==> config.mk <==
export PLATFORM = sky130hd
export DESIGN_NAME = id_ex_pipe_reg
export DESIGN_NICKNAME = d
export VERILOG_FILES = /design/src/rtl/rv_pkg.sv /design/src/rtl/id_imm_gen.sv /design/src/rtl/id_ex_pipe_reg.sv
export SDC_FILE = /design/constraint.sdc
export NUM_CORES = 1
export LEC_CHECK = 0
export CELL_PAD_IN_SITES_DETAIL_PLACEMENT = 0
export CELL_PAD_IN_SITES_GLOBAL_PLACEMENT = 1
export CORE_MARGIN = 10
export CORE_UTILIZATION = 40
export DETAILED_ROUTE_END_ITERATION = 6
export PLACE_DENSITY = 0.87
export SKIP_LAST_GASP = 1
export SLEW_MARGIN = 15
export SYNTH_ARGS = -nofsm -noshare
export SYNTH_HDL_FRONTEND = slang
export SYNTH_SLANG_ARGS = --single-unit
==> constraint.sdc <==
create_clock -name clk -period 15.5 [get_ports clk]
set_clock_uncertainty 0.1 [all_clocks]
set_input_delay 3.1 -clock clk [delete_from_list [all_inputs] [get_ports clk]]
set_output_delay 3.1 -clock clk [all_outputs]
set_load 0.05 [all_outputs]
==> src/rtl/rv_pkg.sv <==
// ============================================================================
// Module : rv_pkg
// Shared RV32 opcode constants and the ID->EX payload width helper.
// Rev    : 1.0
// ============================================================================
`default_nettype none

package rv_pkg;

  localparam logic [6:0] OP_LOAD   = 7'b0000011;
  localparam logic [6:0] OP_IMM    = 7'b0010011;
  localparam logic [6:0] OP_STORE  = 7'b0100011;
  localparam logic [6:0] OP_BRANCH = 7'b1100011;
  localparam logic [6:0] OP_JAL    = 7'b1101111;
  localparam logic [6:0] OP_JALR   = 7'b1100111;
  localparam logic [6:0] OP_LUI    = 7'b0110111;
  localparam logic [6:0] OP_AUIPC  = 7'b0010111;

  // instr + pc + rs1data + rs2data + imm + rd_we
  function automatic int payload_w(input int xlen);
    return 32 + 4 * xlen + 1;
  endfunction

endpackage

`default_nettype wire

==> src/rtl/id_imm_gen.sv <==
// ============================================================================
// Module : id_imm_gen
// Combinational immediate extraction and rd write-enable decode.
// Rev    : 1.0
// ============================================================================
`default_nettype none

module id_imm_gen
  import rv_pkg::*;
#(
  parameter int XLEN = 32,
  parameter int RA_W = 5
) (
  input  logic [31:0]     instr,
  output logic [XLEN-1:0] imm,
  output logic            rd_we
);

  logic [6:0]         opcode;
  logic signed [31:0] imm32;

  assign opcode = instr[6:0];

  always_comb begin
    imm32 = '0;
    unique case (opcode)
      OP_LOAD, OP_IMM, OP_JALR: imm32 = {{20{instr[31]}}, instr[31:20]};
      OP_STORE:  imm32 = {{20{instr[31]}}, instr[31:25], instr[11:7]};
      OP_BRANCH: imm32 = {{19{instr[31]}}, instr[31], instr[7], instr[30:25],
                          instr[11:8], 1'b0};
      OP_LUI, OP_AUIPC: imm32 = {instr[31:12], 12'b0};
      OP_JAL:    imm32 = {{11{instr[31]}}, instr[31], instr[19:12], instr[20],
                          instr[30:21], 1'b0};
      default:   imm32 = '0;
    endcase
  end

  // Signed cast sign-extends to XLEN for RV64 builds
  assign imm   = XLEN'(imm32);
  assign rd_we = (opcode != OP_STORE) && (opcode != OP_BRANCH) &&
                 (instr[7 +: RA_W] != '0);

endmodule

`default_nettype wire

==> src/rtl/id_ex_pipe_reg.sv <==
// ============================================================================
// Module : id_ex_pipe_reg
// ID->EX pipeline register with valid/ready handshake, skid entry and flush.
// Rev    : 1.0
// ============================================================================
`default_nettype none

module id_ex_pipe_reg
  import rv_pkg::*;
#(
  parameter int XLEN = 32,
  parameter int RA_W = 5
) (
  input  logic            clk,
  input  logic            rst,
  input  logic            in_valid,
  output logic            in_ready,
  input  logic [31:0]     in_instr,
  input  logic [XLEN-1:0] in_pc,
  input  logic [XLEN-1:0] in_rs1data,
  input  logic [XLEN-1:0] in_rs2data,
  input  logic            flush,
  output logic            out_valid,
  input  logic            out_ready,
  output logic [31:0]     out_instr,
  output logic [XLEN-1:0] out_pc,
  output logic [RA_W-1:0] out_rs1addr,
  output logic [RA_W-1:0] out_rs2addr,
  output logic [RA_W-1:0] out_rdaddr,
  output logic [XLEN-1:0] out_rs1data,
  output logic [XLEN-1:0] out_rs2data,
  output logic [XLEN-1:0] out_imm,
  output logic            out_rd_we
);

  localparam int PW = payload_w(XLEN);

  typedef struct packed {
    logic [31:0]     instr;
    logic [XLEN-1:0] pc;
    logic [XLEN-1:0] rs1data;
    logic [XLEN-1:0] rs2data;
    logic [XLEN-1:0] imm;
    logic            rd_we;
  } payload_t;

  // State bits are {M.valid, S.valid}
  typedef enum logic [1:0] {
    EMPTY = 2'b00,
    FULL  = 2'b10,
    SKID  = 2'b11
  } state_t;

  state_t   state_q, state_d;
  payload_t m_q, m_d;
  payload_t s_q, s_d;
  logic     in_ready_q, in_ready_d;

  logic [XLEN-1:0] in_imm;
  logic            in_rd_we;
  logic [PW-1:0]   in_bits;
  logic            accept;
  logic            xfer;

  id_imm_gen #(
    .XLEN (XLEN),
    .RA_W (RA_W)
  ) u_imm_gen (
    .instr (in_instr),
    .imm   (in_imm),
    .rd_we (in_rd_we)
  );

  assign in_bits = {in_instr, in_pc, in_rs1data, in_rs2data, in_imm, in_rd_we};
  assign accept  = in_valid & in_ready_q;
  assign xfer    = state_q[1] & out_ready;

  always_comb begin
    state_d = state_q;
    m_d     = m_q;
    s_d     = s_q;
    if (flush) begin
      state_d = EMPTY;
      m_d     = '0;
      s_d     = '0;
    end else begin
      unique case (state_q)
        EMPTY: begin
          if (accept) begin
            state_d = FULL;
            m_d     = payload_t'(in_bits);
          end
        end
        FULL: begin
          if (accept && xfer) begin
            m_d = payload_t'(in_bits);
          end else if (accept) begin
            state_d = SKID;
            s_d     = payload_t'(in_bits);
          end else if (xfer) begin
            state_d = EMPTY;
          end
        end
        SKID: begin
          if (xfer) begin
            state_d = FULL;
            m_d     = s_q;
          end
        end
        default: state_d = EMPTY;
      endcase
    end
    in_ready_d = (state_d != SKID);
  end

  always_ff @(posedge clk or posedge rst) begin
    if (rst) begin
      state_q    <= EMPTY;
      m_q        <= '0;
      s_q        <= '0;
      in_ready_q <= 1'b1;
    end else begin
      state_q    <= state_d;
      m_q        <= m_d;
      s_q        <= s_d;
      in_ready_q <= in_ready_d;
    end
  end

  assign in_ready    = in_ready_q;
  assign out_valid   = state_q[1];
  assign out_instr   = m_q.instr;
  assign out_pc      = m_q.pc;
  assign out_rs1addr = m_q.instr[15 +: RA_W];
  assign out_rs2addr = m_q.instr[20 +: RA_W];
  assign out_rdaddr  = m_q.instr[7 +: RA_W];
  assign out_rs1data = m_q.rs1data;
  assign out_rs2data = m_q.rs2data;
  assign out_imm     = m_q.imm;
  assign out_rd_we   = m_q.rd_we;

endmodule

`default_nettype wire

==> impl_results.md, run 1 <==
* Setup violators final at 0
* Run status: completed
* Fin worst setup slack at between 9 and 10 ns
* RSZ-0062 raised after global routing: false
* Critical setup path kind: in -> reg
* Slew at the pin closest to its max-slew limit at 1.10 ns
* Min Tclk post-route at 6.32 ns
* Pins Over Slew Limit at 0
* Post-Place Cells at 1842
* Distinct cell type count after synthesis at 52
* Count leader, synth: dfrtp_1
* Post-CTS setup buffers at 0
* Leak Pwr at 8.68 nW
* Num CTS Buffers at 36
* Slew margin rel. at 26.6%
* R2R cell count at 6
* Die Footprint at 42200 sq um
* Fin cells at 1909
* Cell taking the most area after synthesis: dfrtp_1
* CTS Root Cell: clkbuf_16
* Initial core utilization at 40.8%
* Total Wirelength at roughly 42 mm
* Post-DP HPWL at 27.3 mm
* R2R Path End: out_imm[26]$_DFFE_PP0P_
* Required time worst endpoint at approximately 16 ns
* Fmax at 158 MHz
* Pre-CTS setup slack at about 8.7 ns
* Startpoint types: input pin
* Final #Nets at 1565
* Clock Sinks at 325
* Top-area cell type share of the netlist area at 59.0%
* Synth Net Count at 1321
* Peak fanout along the critical path at 66
* Area added between synthesis and finish at 32.2%
* Post-synth top cells: 324 x dfrtp_1, 167 x nand2_1, 141 x o21ai_0
* Via Count at about 11000
* Layout cells sized above 1 at 6.45%
* Tot Pwr at 2.08 mW
* Hold depth at 2
* Clock-pin slew on the worst setup and hold paths at 0.06 ns
* Max clock buf depth at 3
* Die Wd at 205 um
* Hold Violations, Final at 0
* Hold path startpoint: out_rs1data[29]$_DFFE_PP0P_
* Layout Utilization at 53.9%
* Sum Neg Setup Slack at 0 ns
* CTS tree: built
* H-tree lvl count at 2
* Tot GR Track Use at 19.2%
* Antenna violations before repair at 3
* First-pass GRT wire length at 64.9 mm
* Row count at 67
* Cells after Synth at 1188
* Vias per cell at 5.52
* Synth warn at 0
* Final Wtd Congestion at 0.769
* Max Cap Viol at 0
* Sequential area share after synthesis at 59.2%
* Synthesis-stage register bit count at 325
* Drt first pass iters at 5
* Post-synth EDFFs at 0
* Synth async-reset ratio at 100%
* Total power divided by cell area at around 110 nW/um^2
* Vias in the first global route at 10900
* Core footprint at 33700 sq um
* Resized cells post-CTS at 0
* DRT iter0 DRCs at 710
* Clk_lat worst skew at 0.51 ns
* Area contributors post-synth: dfrtp_1 59%, mux2i_1 9.3%, a22o_1 8.9%, o21ai_0 5.1%, nand2_1 4.6%
* Setup crit end kind: flip-flop
* Largest net degree at the start of global routing at 101
* Final period util at 40.8%
* Top FF cell, synth: dfrtp_1
* Hold_buf cts at 0
* Global route total overflow at 0
* Routed Antenna Nets at 0
* Post-Syn Area per Cell at 11.6 sq um
* Class of the worst hold path: reg -> reg
* Ports at between 300 and 400
* Netlist Area Pre-Place at about 14000 sq um
* WL/cell at 21.9 um
* DR DRC count at 0
* RR Startpoint: state_q[1]$_DFF_PP0_
* VDD IR max at approximately 0.081 mV
* Die height at 205 um
* R2R Setup Slk at 11.76 ns
* Arrival @ worst endpoint at approximately 6.7 ns
* Worst Hold Path EP: out_rs1data[29]$_DFFE_PP0P_
* Port Buffers at 310
==> worst max-delay path, cell delays in order <==
cell and delay (ns):
clkdlybuf4s50_1 0.46, a21o_1 0.27, a31oi_4 0.87, buf_4 0.75
buf_4 0.73, a22oi_1 0.19, o21ai_1 0.15
==> stage by stage <==
step | area (sq um) | hold slack, ns
6_report | 18200 | 0.377
5_1_grt | 18200 | 0.398
4_1_cts | 18200 | 0.383
3_5_place_dp | 16900 | 0.370
3_3_place_gp | 16900 | 0.360
2_1_floorplan | 13700 | 0.348
==> final cells by class <==
type | count | area (sq um)
antenna | 4 | 10.0
clock buffer | 51 | 1100
clock inverter | 12 | 129
fill | 2909 | 15500
inverter | 6 | 30.0
multi-input combinational | 739 | 4990
sequential | 325 | 8130
tap | 448 | 561
timing repair buffer | 324 | 3210
==> layer usage <==
metal	up-vias	wire, um	part of all wire, %	track usage [%]
met3	53	2890	6.9	4.37
met4	0	878	2.1	5.62
li1	4786	-	-	-
met2	345	20000	48	30.4
met5	-	0	0	0
met1	5358	18000	43	25.7
==> layout by cell type, fill, tap and decap left out, drive strengths merged, types with 7 or more instances in the layout <==
master	count
clkdlybuf4s50	310
nand2	168
a21o	7
a22o	139
a211oi	8
o21ai	189
dfrtp	324
clkinv	7
mux2i	128
buf	14
a21oi	17
nand4	9
a22oi	28
clkbuf	51
==> registers in the layout, indices dropped and copies added, names as in the netlist <==
register,count
s_q,161
out_imm,32
out_instr,32
out_pc,32
out_rs1data,32
out_rs2data,32
state_q,2
in_ready,1
out_rd_we,1
==> power breakdown <==
part	internal (mW)	switching, mW
Combinational	0.101	0.201
Sequential	0.881	0.0214
Clock	0.528	0.343
Total	1.51	0.566
==> logic make-up (layout without fill, tap and decap cells) <==
family | Yosys count | count (layout) | share of synthesized area (%)
DFF | 325 | 325 | 59.2
AOI/OAI and AO/OA | 406 | 406 | 20.0
muxes | 129 | 129 | 9.41
other | 0 | 4 | 0
buffers and inverters | 124 | 393 | 4.63
and+or+nand+nor | 204 | 204 | 6.75
==> worst max-delay path by stage <==
stage                     slack, ns  cells after the start                      end     start
after floorplan                3.30                      1   out_imm[0]$_DFFE_PP0P_       rst
after global placement         8.79                      7  out_imm[25]$_DFFE_PP0P_  in_valid
after detailed placement       8.70                      7  out_imm[26]$_DFFE_PP0P_  in_valid
after CTS                      9.22                      7  out_imm[26]$_DFFE_PP0P_  in_valid
after global routing           8.98                      7   out_imm[0]$_DFFE_PP0P_  in_valid
final                          9.18                      7  out_imm[26]$_DFFE_PP0P_  in_valid
Power figures use the tool's default switching activity.
==> run 2: changes to the inputs <==
CORE_UTILIZATION = 36   (was 40)
PLACE_DENSITY = 0.83   (was 0.87)
clock period = 5.53 ns   (was 15.5 ns; I/O delays follow)
==> impl_results.md, run 2 (synthesized netlist as in run 1, its figures left out) <==
* Run status: completed
* Num CTS Buffers at 37 (+2.8%)
* Required time worst endpoint at 4.32 ns (-11.50 ns)
* Hold path startpoint: out_pc[19]$_DFFE_PP0P_
* Peak fanout along the critical path at 3 (-95%)
* Vias per cell at 5.31 (-3.9%)
* Fin Hold WS at 0.374 ns (-0.00303 ns)
* Final period util at 57.0%
* Total Wirelength at 42.0 mm (+0.55%)
* Reg with most FFs: s_q
* Fmax at 317 MHz
* Tot GR Track Use at 17.4% (-1.8 points)
* Vias in the first global route at 10700 (-2.3%)
* Die Footprint at 46400 sq um (+10%)
* Setup crit end kind: output pin
* CTS Root Cell: clkbuf_16
* Max clock buf depth at 3 (unchanged)
* Setup violators final at 0 (unchanged)
* Hold Violations, Final at 0 (unchanged)
* Critical path depth at 1 (-6)
* Resized cells post-CTS at 0 (unchanged)
* Worst Hold Path EP: out_pc[19]$_DFFE_PP0P_
* R2R Path End: out_rs2data[9]$_DFFE_PP0P_
* Clock-pin slew on the worst setup and hold paths at 0.06 ns (about the same)
* Via Count at 10400 (-1.0%)
* Antenna Cells at 0 (-4)
* Clock Sinks at 325 (unchanged)
* Drt first pass iters at 5 (unchanged)
* WL/cell at 21.4 um (-2.4%)
* FF/Latch Area at 8130 sq um (unchanged)
* DR DRC count at 0 (unchanged)
* Global route total overflow at 0 (unchanged)
* Hold_buf cts at 0 (unchanged)
* Commonest cells after routing, fill and taps aside: 324 x dfrtp_1, 310 x clkdlybuf4s50_1, 166 x nand2_1
* Antenna violations before repair at 0 (-3)
* Initial core utilization at 36.5% (-4.3 points)
* RSZ-0062 raised after global routing: false
* Total power divided by cell area at 315 nW/um^2 (+180%)
* Die height at 215 um (+4.9%)
* Class of the worst hold path: reg -> reg
* Slew margin rel. at 26.6% (about the same)
* Layout cells sized above 1 at 5.70% (-0.75 points)
* Post-DP HPWL at 26.7 mm (-2.3%)
* Post-CTS setup buffers at 0 (unchanged)
* CTS tree: built
* Leak Pwr at 8.66 nW (-0.26%)
* R2R Setup Slk at 2.91 ns (-8.85 ns)
* Largest net degree at the start of global routing at 158 (+56%)
* RR Startpoint: state_q[1]$_DFF_PP0_
* Core footprint at 37700 sq um (+12%)
* Crit-path cells: clkdlybuf4s50_1
* Multi-input gate area at 4990 sq um (unchanged)
* Ports at 311 (unchanged)
* Max FFs per register at 161 (unchanged)
* H-tree lvl count at 2 (unchanged)
* R2R cell count at 4 (-2)
* Fin worst setup slack at 2.38 ns (-6.80 ns)
* Pins Over Slew Limit at 0 (unchanged)
* Row count at 71 (+6.0%)
* First-pass GRT wire length at 65.1 mm (+0.37%)
* Final Wtd Congestion at 0.775 (+0.79%)
* Pre-CTS setup slack at 1.97 ns (-6.73 ns)
* Commonest non-fill, non-tap cell in the layout: dfrtp_1
* CP bufs+invs at 1 (-2)
* CP peak stage delay at 0.87 ns (about the same)
* Family with the most delay on the worst path: buffers and inverters
* Final #Nets at 1565 (unchanged)
* Min Tclk post-route at between 3 and 4 ns
* Slowest cell on crit path: clkdlybuf4s50_1
* Die Wd at 215 um (+4.9%)
* Slew at the pin closest to its max-slew limit at 1.10 ns (+0.000332 ns)
* Hold depth at 2 (unchanged)
* Arrival @ worst endpoint at 1.95 ns (-4.70 ns)
* DRT iter0 DRCs at 863 (+22%)
* Port Buffers at 310 (unchanged)
* VDD IR max at 0.173 mV (+110%)
* Routed Antenna Nets at 0 (unchanged)
* Fillers at 3456 (+19%)
* Critical setup path kind: reg -> out
* Area added between synthesis and finish at 32.6%
* Max Cap Viol at 0 (unchanged)
* Clk_lat worst skew at 0.52 ns (about the same)
* Startpoint types: flip-flop
## run 2: worst max path at each step
stage	startpoint	endpoint	slack [ns]
after floorplan	rst	out_imm[0]$_DFFE_PP0P_	-0.01
after global placement	in_instr[2]	out_imm[9]$_DFFE_PP0P_	2.04
after detailed placement	in_instr[2]	out_imm[8]$_DFFE_PP0P_	1.97
after CTS	in_ready$_DFF_PP1_	in_ready	2.33
after global routing	in_instr[2]	out_imm[9]$_DFFE_PP0P_	2.30
final	in_ready$_DFF_PP1_	in_ready	2.38
## run 2: layer usage
metal / share of wire, % / track usage [%] / routed length (um)
met5: 0 / 0 / 0
met3: 5.6 / 3.41 / 2360
met1: 44 / 23.1 / 18600
met4: 2.2 / 4.81 / 908
met2: 48 / 28.4 / 20200
## run 2: worst register-to-register path: cells and delay by family (launching register included)
kind	cells	cell delay, ns
AOI/OAI and AO/OA	1	0.10
buffers and inverters	1	0.58
DFF	1	0.46
muxes	1	0.43
and+or+nand+nor	1	0.80
## run 2: per-stage QoR
step | cell area (sq um) | instances | total power [mW] | util [%] | TNS, ns
floorplan | 13700 | 1188 | 3.06 | - | -3.86
global placement | 17100 | 1904 | 3.42 | 45.3 | 0
detailed placement | 17100 | 1904 | 3.43 | 45.3 | 0
CTS | 18200 | 1966 | 5.83 | 48.4 | 0
global route | 18200 | 1966 | 5.97 | 48.4 | 0
finish | 18200 | 1966 | 5.74 | 48.4 | 0
## run 2: power by group
| part | switching, mW | leakage [nW] | internal (mW) |
|---|---|---|---|
| combinational | 0.566 | 3.65 | 0.288 |
| sequential | 0.0566 | 4.44 | 2.47 |
| clock | 0.953 | 0.565 | 1.41 |
## run 2: area by class of cell
cell class	count	area share [%]
tap	511	3.51
clock inverter	9	0.543
timing repair buffer	323	18.0
clock buffer	53	5.76
inverter	6	0.144
multi-input combinational	739	27.4
sequential	325	44.7
